`src/rtl/aes_pkg.sv`:
```
// Shared AES constants, key-schedule state encoding and the round-constant table.
package aes_pkg;

  localparam int AES_NK     = 4;
  localparam int AES_NR_MAX = 10;

  typedef enum logic [1:0] {
    IDLE   = 2'd0,
    EXPAND = 2'd1,
    DONE   = 2'd2
  } ks_state_e;

  // Rcon[rnd] top byte; rounds outside 1..10 contribute nothing.
  function automatic logic [7:0] rcon(input logic [3:0] rnd);
    case (rnd)
      4'd1:    rcon = 8'h01;
      4'd2:    rcon = 8'h02;
      4'd3:    rcon = 8'h04;
      4'd4:    rcon = 8'h08;
      4'd5:    rcon = 8'h10;
      4'd6:    rcon = 8'h20;
      4'd7:    rcon = 8'h40;
      4'd8:    rcon = 8'h80;
      4'd9:    rcon = 8'h1b;
      4'd10:   rcon = 8'h36;
      default: rcon = 8'h00;
    endcase
  endfunction

endpackage

```
`src/rtl/aes_sbox.sv`:
```
// Combinational forward AES S-box, one byte in and one byte out.
// Shared between the key schedule's SubWord and the cipher's SubBytes.
module aes_sbox
  import aes_pkg::*;
(
  input  logic [7:0] in_i,
  output logic [7:0] out_o
);

  localparam logic [0:255][7:0] SBOX = {
    8'h63, 8'h7c, 8'h77, 8'h7b, 8'hf2, 8'h6b, 8'h6f, 8'hc5, 8'h30, 8'h01, 8'h67, 8'h2b, 8'hfe, 8'hd7, 8'hab, 8'h76,
    8'hca, 8'h82, 8'hc9, 8'h7d, 8'hfa, 8'h59, 8'h47, 8'hf0, 8'had, 8'hd4, 8'ha2, 8'haf, 8'h9c, 8'ha4, 8'h72, 8'hc0,
    8'hb7, 8'hfd, 8'h93, 8'h26, 8'h36, 8'h3f, 8'hf7, 8'hcc, 8'h34, 8'ha5, 8'he5, 8'hf1, 8'h71, 8'hd8, 8'h31, 8'h15,
    8'h04, 8'hc7, 8'h23, 8'hc3, 8'h18, 8'h96, 8'h05, 8'h9a, 8'h07, 8'h12, 8'h80, 8'he2, 8'heb, 8'h27, 8'hb2, 8'h75,
    8'h09, 8'h83, 8'h2c, 8'h1a, 8'h1b, 8'h6e, 8'h5a, 8'ha0, 8'h52, 8'h3b, 8'hd6, 8'hb3, 8'h29, 8'he3, 8'h2f, 8'h84,
    8'h53, 8'hd1, 8'h00, 8'hed, 8'h20, 8'hfc, 8'hb1, 8'h5b, 8'h6a, 8'hcb, 8'hbe, 8'h39, 8'h4a, 8'h4c, 8'h58, 8'hcf,
    8'hd0, 8'hef, 8'haa, 8'hfb, 8'h43, 8'h4d, 8'h33, 8'h85, 8'h45, 8'hf9, 8'h02, 8'h7f, 8'h50, 8'h3c, 8'h9f, 8'ha8,
    8'h51, 8'ha3, 8'h40, 8'h8f, 8'h92, 8'h9d, 8'h38, 8'hf5, 8'hbc, 8'hb6, 8'hda, 8'h21, 8'h10, 8'hff, 8'hf3, 8'hd2,
    8'hcd, 8'h0c, 8'h13, 8'hec, 8'h5f, 8'h97, 8'h44, 8'h17, 8'hc4, 8'ha7, 8'h7e, 8'h3d, 8'h64, 8'h5d, 8'h19, 8'h73,
    8'h60, 8'h81, 8'h4f, 8'hdc, 8'h22, 8'h2a, 8'h90, 8'h88, 8'h46, 8'hee, 8'hb8, 8'h14, 8'hde, 8'h5e, 8'h0b, 8'hdb,
    8'he0, 8'h32, 8'h3a, 8'h0a, 8'h49, 8'h06, 8'h24, 8'h5c, 8'hc2, 8'hd3, 8'hac, 8'h62, 8'h91, 8'h95, 8'he4, 8'h79,
    8'he7, 8'hc8, 8'h37, 8'h6d, 8'h8d, 8'hd5, 8'h4e, 8'ha9, 8'h6c, 8'h56, 8'hf4, 8'hea, 8'h65, 8'h7a, 8'hae, 8'h08,
    8'hba, 8'h78, 8'h25, 8'h2e, 8'h1c, 8'ha6, 8'hb4, 8'hc6, 8'he8, 8'hdd, 8'h74, 8'h1f, 8'h4b, 8'hbd, 8'h8b, 8'h8a,
    8'h70, 8'h3e, 8'hb5, 8'h66, 8'h48, 8'h03, 8'hf6, 8'h0e, 8'h61, 8'h35, 8'h57, 8'hb9, 8'h86, 8'hc1, 8'h1d, 8'h9e,
    8'he1, 8'hf8, 8'h98, 8'h11, 8'h69, 8'hd9, 8'h8e, 8'h94, 8'h9b, 8'h1e, 8'h87, 8'he9, 8'hce, 8'h55, 8'h28, 8'hdf,
    8'h8c, 8'ha1, 8'h89, 8'h0d, 8'hbf, 8'he6, 8'h42, 8'h68, 8'h41, 8'h99, 8'h2d, 8'h0f, 8'hb0, 8'h54, 8'hbb, 8'h16
  };

  assign out_o = SBOX[in_i];

endmodule

```
`src/rtl/aes_key_schedule_seq.sv`:
```
// Iterative AES-128 key expansion: one round key per clock into a register file
// that is presented flattened as the encrypt stage's fullkeys bus.
module aes_key_schedule_seq
  import aes_pkg::*;
#(
  parameter int Nk = AES_NK,
  parameter int Nr = AES_NR_MAX
) (
  input  logic                   clk,
  input  logic                   rst,
  input  logic [127:0]           key,
  input  logic                   key_valid,
  output logic                   key_ready,
  output logic [128*(Nr+1)-1:0]  fullkeys,
  output logic                   keys_valid,
  output logic                   busy
);

  if (Nk != 4) begin : g_bad_nk
    $error("aes_key_schedule_seq: only Nk=4 (AES-128) is supported");
  end
  if (Nr < 1 || Nr > AES_NR_MAX) begin : g_bad_nr
    $error("aes_key_schedule_seq: Nr must be within 1..10");
  end

  ks_state_e    state_q;
  logic [3:0]   rnd_q;
  logic [127:0] rk_q [Nr+1];
  logic         keyReady_q;
  logic         keysValid_q;
  logic         busy_q;

  logic [127:0] prevKey;
  logic [127:0] nextRoundKey_d;
  logic [31:0]  rotWord;
  logic [31:0]  subWord;
  logic [31:0]  temp;
  logic [31:0]  n0, n1, n2, n3;

  // Slot rnd-1 feeds the round step; rnd never exceeds Nr while expanding.
  always_comb begin
    prevKey = rk_q[0];
    for (int i = 1; i < Nr; i++) begin
      if (rnd_q == 4'(i + 1)) prevKey = rk_q[i];
    end
  end

  assign rotWord = {prevKey[23:0], prevKey[31:24]};

  for (genvar g = 0; g < 4; g++) begin : g_subword
    aes_sbox u_sbox (
      .in_i  (rotWord[8*g +: 8]),
      .out_o (subWord[8*g +: 8])
    );
  end

  always_comb begin
    temp           = subWord ^ {rcon(rnd_q), 24'h0};
    n0             = prevKey[127:96] ^ temp;
    n1             = prevKey[95:64]  ^ n0;
    n2             = prevKey[63:32]  ^ n1;
    n3             = prevKey[31:0]   ^ n2;
    nextRoundKey_d = {n0, n1, n2, n3};
  end

  // Accepting a key reloads slot 0 and clears the rest so stale rounds never leak.
  always_ff @(posedge clk) begin
    if (rst) begin
      state_q     <= IDLE;
      rnd_q       <= 4'd0;
      keyReady_q  <= 1'b1;
      keysValid_q <= 1'b0;
      busy_q      <= 1'b0;
      for (int i = 0; i <= Nr; i++) rk_q[i] <= '0;
    end else begin
      case (state_q)
        IDLE, DONE: begin
          if (key_valid && keyReady_q) begin
            rk_q[0] <= key;
            for (int i = 1; i <= Nr; i++) rk_q[i] <= '0;
            rnd_q       <= 4'd1;
            state_q     <= EXPAND;
            keyReady_q  <= 1'b0;
            keysValid_q <= 1'b0;
            busy_q      <= 1'b1;
          end
        end
        EXPAND: begin
          for (int i = 1; i <= Nr; i++) begin
            if (rnd_q == 4'(i)) rk_q[i] <= nextRoundKey_d;
          end
          rnd_q <= rnd_q + 4'd1;
          if (rnd_q == 4'(Nr)) begin
            state_q     <= DONE;
            keysValid_q <= 1'b1;
            keyReady_q  <= 1'b1;
            busy_q      <= 1'b0;
          end
        end
        default: state_q <= IDLE;
      endcase
    end
  end

  for (genvar g = 0; g <= Nr; g++) begin : g_flatten
    assign fullkeys[128*(Nr+1-g)-1 -: 128] = rk_q[g];
  end

  assign key_ready  = keyReady_q;
  assign keys_valid = keysValid_q;
  assign busy       = busy_q;

endmodule

```
`config.mk`:
```
export PLATFORM = sky130hd
export DESIGN_NAME = aes_key_schedule_seq
export DESIGN_NICKNAME = d
export VERILOG_FILES = /design/src/rtl/aes_pkg.sv /design/src/rtl/aes_sbox.sv /design/src/rtl/aes_key_schedule_seq.sv
export SDC_FILE = /design/constraint.sdc
export NUM_CORES = 2
export LEC_CHECK = 0
export ABC_CLOCK_PERIOD_IN_PS = 9500
export BUFFER_PORTS_ARGS = -buffer_cell sky130_fd_sc_hd__buf_2
export CORE_AREA = 2 2 598 600
export CTS_CLUSTER_SIZE = 14
export DETAILED_ROUTE_END_ITERATION = 10
export DIE_AREA = 0 0 600 602
export PLACE_DENSITY_LB_ADDON = 0.25
export SLEW_MARGIN = 20
export SYNTH_ARGS = -nofsm -noshare
export SYNTH_HDL_FRONTEND = slang
export SYNTH_SLANG_ARGS = --single-unit
```
`constraint.sdc`:
```
create_clock -name clk -period 9.5 [get_ports clk]
set_clock_uncertainty 0.05 [all_clocks]
set_input_delay 0.95 -clock clk [delete_from_list [all_inputs] [get_ports clk]]
set_output_delay 0.95 -clock clk [all_outputs]
set_load 0.05 [all_outputs]
```
; Word level (Yosys, flattened, before mapping)
; Memory sizes are Yosys's and may differ from the RTL's. A register that Yosys moved wholly into a read port is not among the register bits.
; Index checks and enable logic that the tools add are counted.
[op_classes]
reduce_logical = 7
bitwise_logic = 30
order_cmp = 4
eq_ne = 14
muxes = 97
addsub = 1
[op_table]
columns = operator, n
row1 = 2-to-1 mux 128 bit, 30
row2 = bitwise XOR 32 bit, 5
row3 = 2-to-1 mux 8 bit, 8
row4 = 2-to-1 mux 1 bit, 50
row5 = greater-or-equal comparator 9 bit (second input constant), 4
row6 = NOT 8 -> 9 bit, 4
row7 = OR 1 bit, 21
row8 = == test 4 x 3 -> 1 bit (second input constant), 4
row9 = == test 4 bit (second input constant), 3
row10 = 2-to-1 mux 4 bit, 3
row11 = == test 4 x 2 -> 1 bit (second input constant), 2
row12 = case mux 4 bit (2 select lines), 1
row13 = adder 4 x 1 -> 4 bit (second input constant), 1
row14 = == test 4 x 1 -> 1 bit (second input constant), 1
row15 = 2-to-1 mux 2 bit, 2
row16 = inequality test 2 bit (second input constant), 2
row17 = case mux 1 bit (2 select lines), 2
row18 = case mux 2 bit (2 select lines), 1
row19 = AND reduction 2 bit, 2
row20 = AND reduction 3 bit, 1
row21 = == test 2 x 1 -> 1 bit (second input constant), 1
row22 = == test 2 bit (second input constant), 1
row23 = logical NOT 2 bit, 1
row24 = nonzero test 2 bit, 1
row25 = 2 further kinds, 2
[word_totals]
output_inout_bits = 1411
mem_count = 6
regBits = 9
ramBits = 1408
elab_cells = 164
mem_bits_ro = 8320
[mem_list]
columns = memory, words, width, read_ports, rd_ports_with_merged_regs, wr, line_no
row1 = (no name shown), 256, 8, 1, 0, 0, aes_sbox.sv:29  ; assign out_o = SBOX[in_i];
row2 = (no name shown), 256, 8, 1, 0, 0, aes_sbox.sv:29
row3 = (no name shown), 256, 8, 1, 0, 0, aes_sbox.sv:29
row4 = (no name shown), 256, 8, 1, 0, 0, aes_sbox.sv:29
row5 = rk_q, 11, 128, 11, 0, 11, aes_key_schedule_seq.sv:28  ; logic [127:0] rk_q [Nr+1];
row6 = (no name shown), 16, 8, 1, 1, 0, aes_pkg.sv:15  ; case (rnd)

; Logic depth before layout (Yosys ltp)
[logic_depth]
ltp_word = 20
depth_mapped = 26
mapped_depth_nobuf = 19

; Modules after synthesis
; Synthesis repeated with hierarchy kept, for this count alone.
[unflattened]
hier_cells = 7679
hier_area_um2 = 77187.8
[modules_own_cells]
columns = module, seq_area_each_um2, cells_per_inst, instances, area_per_inst_um2
row1 = aes_key_schedule_seq, 42620.9, 5627, 1, 64280.4
row2 = aes_sbox (g_subword[1].u_sbox ...), 0.0, 507, 3, 3179.3
row3 = aes_sbox (g_subword[0].u_sbox), 0.0, 531, 1, 3369.5

; Least setup slack after synthesis
; OpenSTA, ideal clock, no wires.
[synth_path]
kind = flip-flop to flip-flop
start = register rnd_q[0]
end = memory rk_q[6][0], enable pin
setup_slack_ns = 3.159
setup_ns = 0.492
synth_period_minus_slack_ns = 6.341
path_stages_with_launch = 18
arrival_time_ns = 5.800
required_ns = 8.958
path_cell_list = dfxtp_1 inv_1 ha_1 buf_2 buf_4 inv_2 buf_2 buf_2 nor2_2 buf_4 buf_4 clkbuf_1 buf_2 buf_1 nand2_1 clkbuf_1 buf_1 nand2_1
[synth_rtl]
columns = element, line_no
row1 = from (decl), aes_key_schedule_seq.sv:27  ; logic [3:0] rnd_q;
row2 = from (signal assigned), aes_key_schedule_seq.sv:92  ; rnd_q <= rnd_q + 4'd1;
row3 = to (decl), aes_key_schedule_seq.sv:28

==> out/results.ini <==
[critical_path]
cpMaxStageDelayCell=xnor2_2
regToRegStartpoint=rnd_q[0]
path_depth=21
worst_path_most_repeated_cell=buf_4
worst-path-buf-inv=6
worst_r2r_path_depth=21
crit_family=compound AO/OA/AOI/OAI gates
cp.arrival_ps=9260
path_class=reg -> reg
crit_path_end=rk_q[10][35]
ff2ff_setup_slack_ps=760
reg2reg_to=rk_q[10][35]
crit_start=rnd_q[0]
path_cells=inv_1, ha_4, buf_4, nor2_1, nor2_2, o221ai_1, a211oi_4, buf_4, buf_4, inv_4, ha_1, nor3_1, nor2_1, o221ai_1, a31oi_1, a32oi_1, o211a_1, nand2_1, xnor2_2, buf_4, nor2_1
start_kind=flip-flop
max_stage_delay_ps=790
cp_max_fo=36
cp-end-kind=flip-flop
required_ps=10010

[synth]
yosysWarnings=0
yosysTopAreaCellShare=0.5459
synth_nets=7906
seq_area_frac_synth=0.5503
syn_area_mm2=0.07744
avgSynthCellArea_um2=10.04
synth.distinct_cells=112
synth-compound-area-share=0.1967
synth_top_area_cell=edfxtp_1
ys_ff_latch=1425
synthXorXnorAreaFrac=0.02677
synth_edf_count=1408
synth_simple_gate_area_share=0.1658
synthMuxAreaShare=0.003635
ys_top_cells_by_area=edfxtp_1 (55%), nor2_1 (8.8%), a21oi_1 (3.0%)
dominantRegCellSynth=edfxtp_1
synthCells=7712
async_flop_share=0
synthAdderAreaFrac=0.01018
synth_top_family_by_area=compound AO/OA/AOI/OAI gates

[run_status]
outcome=completed

[clocking]
insertion_delay_ps=930
cts_buffer_depth=4
cts_setup_buffers=0
cts_hold_buf=0
cts_root_buf=clkbuf_16
cts_repair_resize_count=0
cts_tree=built
cts_sinks=1425
cts_htree_levels=4
cts_buffers=180
clk_pin_slew_ps=60

[die]
core-area_mm2=0.3548
die_w_um=600
die_area_mm2=0.3612
die_h_um=602
start_util=0.2182
ioPinCount=1542
num_rows=219

[global_routing]
top_usage_layer=met2
grt_use_met1=0.3888
antenna_found_initial=57
grt_max_degree=100
grt_first_pass_wirelength_um=780700
grtUsageTotal=0.3227
grt_pass1_vias=75020
grtUsageMet2=0.5029
grt-ovfl-total=0
grtUsageMet3=0.07923

[timing]
max_freq_mhz=114.4
finalSetupViolCount=0
fin_setup_tns_ps=0
maxSlewViolCount=0
worstMarginPinSlew_ps=1415
layout_setup_ws_ps=757.3
period_minus_slack_ps=8743
relSlewSlack=0.05678
rsz0062_at_grt=false
hold_viol=0
fin_crit_sh=0.9203

[pwr]
comb_power_share=0.466
p_sw_mw=13.82
p_per_area_mw_per_mm2=283.3
switching_share=0.4965
power.leakage_nw=39.13
p_clk_frac=0.247
internal_power_mw=14.02
peakVddDrop_v=0.0002037
seq_power_share=0.287

[cells_and_area]
stdcell_count=14010
layout-drive-gt1-share=0.2725
fillerInstances=37780
syn_to_final_growth_pct=26.90
finalNetCount=9271

[routing]
viasPerCell=5.721
finalWirelength_um=609000
dr.pass1.iters=6
wl_per_cell_um=43.48
ant_nets=0
vias=80130
drc=0
drt_iter0_drc=12390

[placement]
place_inst=13640
gp_congestion=0.9929
dp_hpwl_um=457800
io_buffers=1541
place_ws_ps=902.7

[worst_hold_path]
hold_class=in -> reg
hold_path_startpoint=key[92]

[run]
cap_violations=0

[power groups by stage]
stage	registers [mW]	clock network (mW)	logic, mW
3_3_place_gp	8.10	0	12.7
6_report	8.00	6.88	13.0
3_5_place_dp	8.10	0	12.7
4_1_cts	7.98	6.94	12.7
2_1_floorplan	9.63	0	4.29
5_1_grt	8.01	7.14	13.1
[worst min-delay path by stage]
stage                    to  slack (ps)  cells after the start
2_1_floorplan    state_q[1]         420                      2
3_3_place_gp     keys_valid         380                      2
3_5_place_dp     keys_valid         380                      2
4_1_cts         rk_q[0][92]         220                      2
5_1_grt        rk_q[0][123]         270                      2
6_report        rk_q[0][92]         290                      2
[synthesized netlist by cell type (39+ instances only)]
library cell,n
a211oi_1,177
edfxtp_1,1408
xnor2_2,39
nand3_1,154
nor3_1,107
a22oi_1,92
buf_1,72
buf_2,220
inv_1,52
nor2_1,1816
o221ai_1,55
xnor2_1,98
xor2_1,43
o21ai_0,332
a21oi_1,459
and3_1,145
ha_1,63
o311ai_0,80
clkbuf_1,447
a311oi_1,159
a221oi_1,134
a31oi_1,81
o22ai_1,78
nand2_1,524
o211ai_1,116
[registers in the layout, summed over array words and instances (netlist names), named ones only]
signal / count
rk_q: 1408
rnd_q: 4
state_q: 2
busy: 1
key_ready: 1
keys_valid: 1
[metrics by stage]
step | total power, mW | utilization | cell area [µm²] | hold WS [ps]
global route | 28.21 | 0.2769 | 98250 | 271.2
global placement | 20.79 | 0.2602 | 92340 | 381.1
finish | 27.84 | 0.2770 | 98280 | 285.9
floorplan | 13.92 | - | 77440 | 421.3
CTS | 27.61 | 0.2765 | 98110 | 219.0
detailed placement | 20.76 | 0.2606 | 92480 | 382.3
[layout by cell type, fill, tap and decap left out, drive strengths merged, types with 34 or more instances in the layout]
cell       n
nor2    1822
a211oi   183
a31oi     81
a21oi    460
clkinv    77
o31ai     34
buf     1961
o211ai   118
o311ai    83
o221ai    55
clkbuf   213
nand3    157
edfxtp  1408
and3     145
diode     38
xnor2    137
nand2    524
nor4      37
inv       75
nor3     114
xor2      50
a221oi   137
ha        63
a22oi     92
a311oi   160
o21ai    348
o22ai     79
[cell families after synthesis]
logic type / Yosys count
flops: 1425
xor+xnor: 191
mux: 28
simple gates: 3007
compound gates: 2159
fa+ha+maj: 63
buf+inv: 839
[routing by layer]
metal,up-vias,routed length (µm)
met1,41490,224700
met3,1097,60060
met4,4,51790
met2,5853,272500
li1,31690,-
met5,-,39
[final cells by class]
| class | instances | area, µm² | share of cell area |
|---|---|---|---|
| Antenna cell | 38 | 95.09 | 0.0009676 |
| Clock buffer | 213 | 4659 | 0.04741 |
| Clock inverter | 110 | 974.7 | 0.009918 |
| Inverter | 61 | 244.0 | 0.002483 |
| Multi-Input combinational cell | 5448 | 32570 | 0.3314 |
| Sequential cell | 1425 | 42620 | 0.4337 |
| Tap cell | 4751 | 5944 | 0.06049 |
| Timing Repair Buffer | 1961 | 11160 | 0.1136 |
Note: power is estimated with default switching activity, not from simulation.
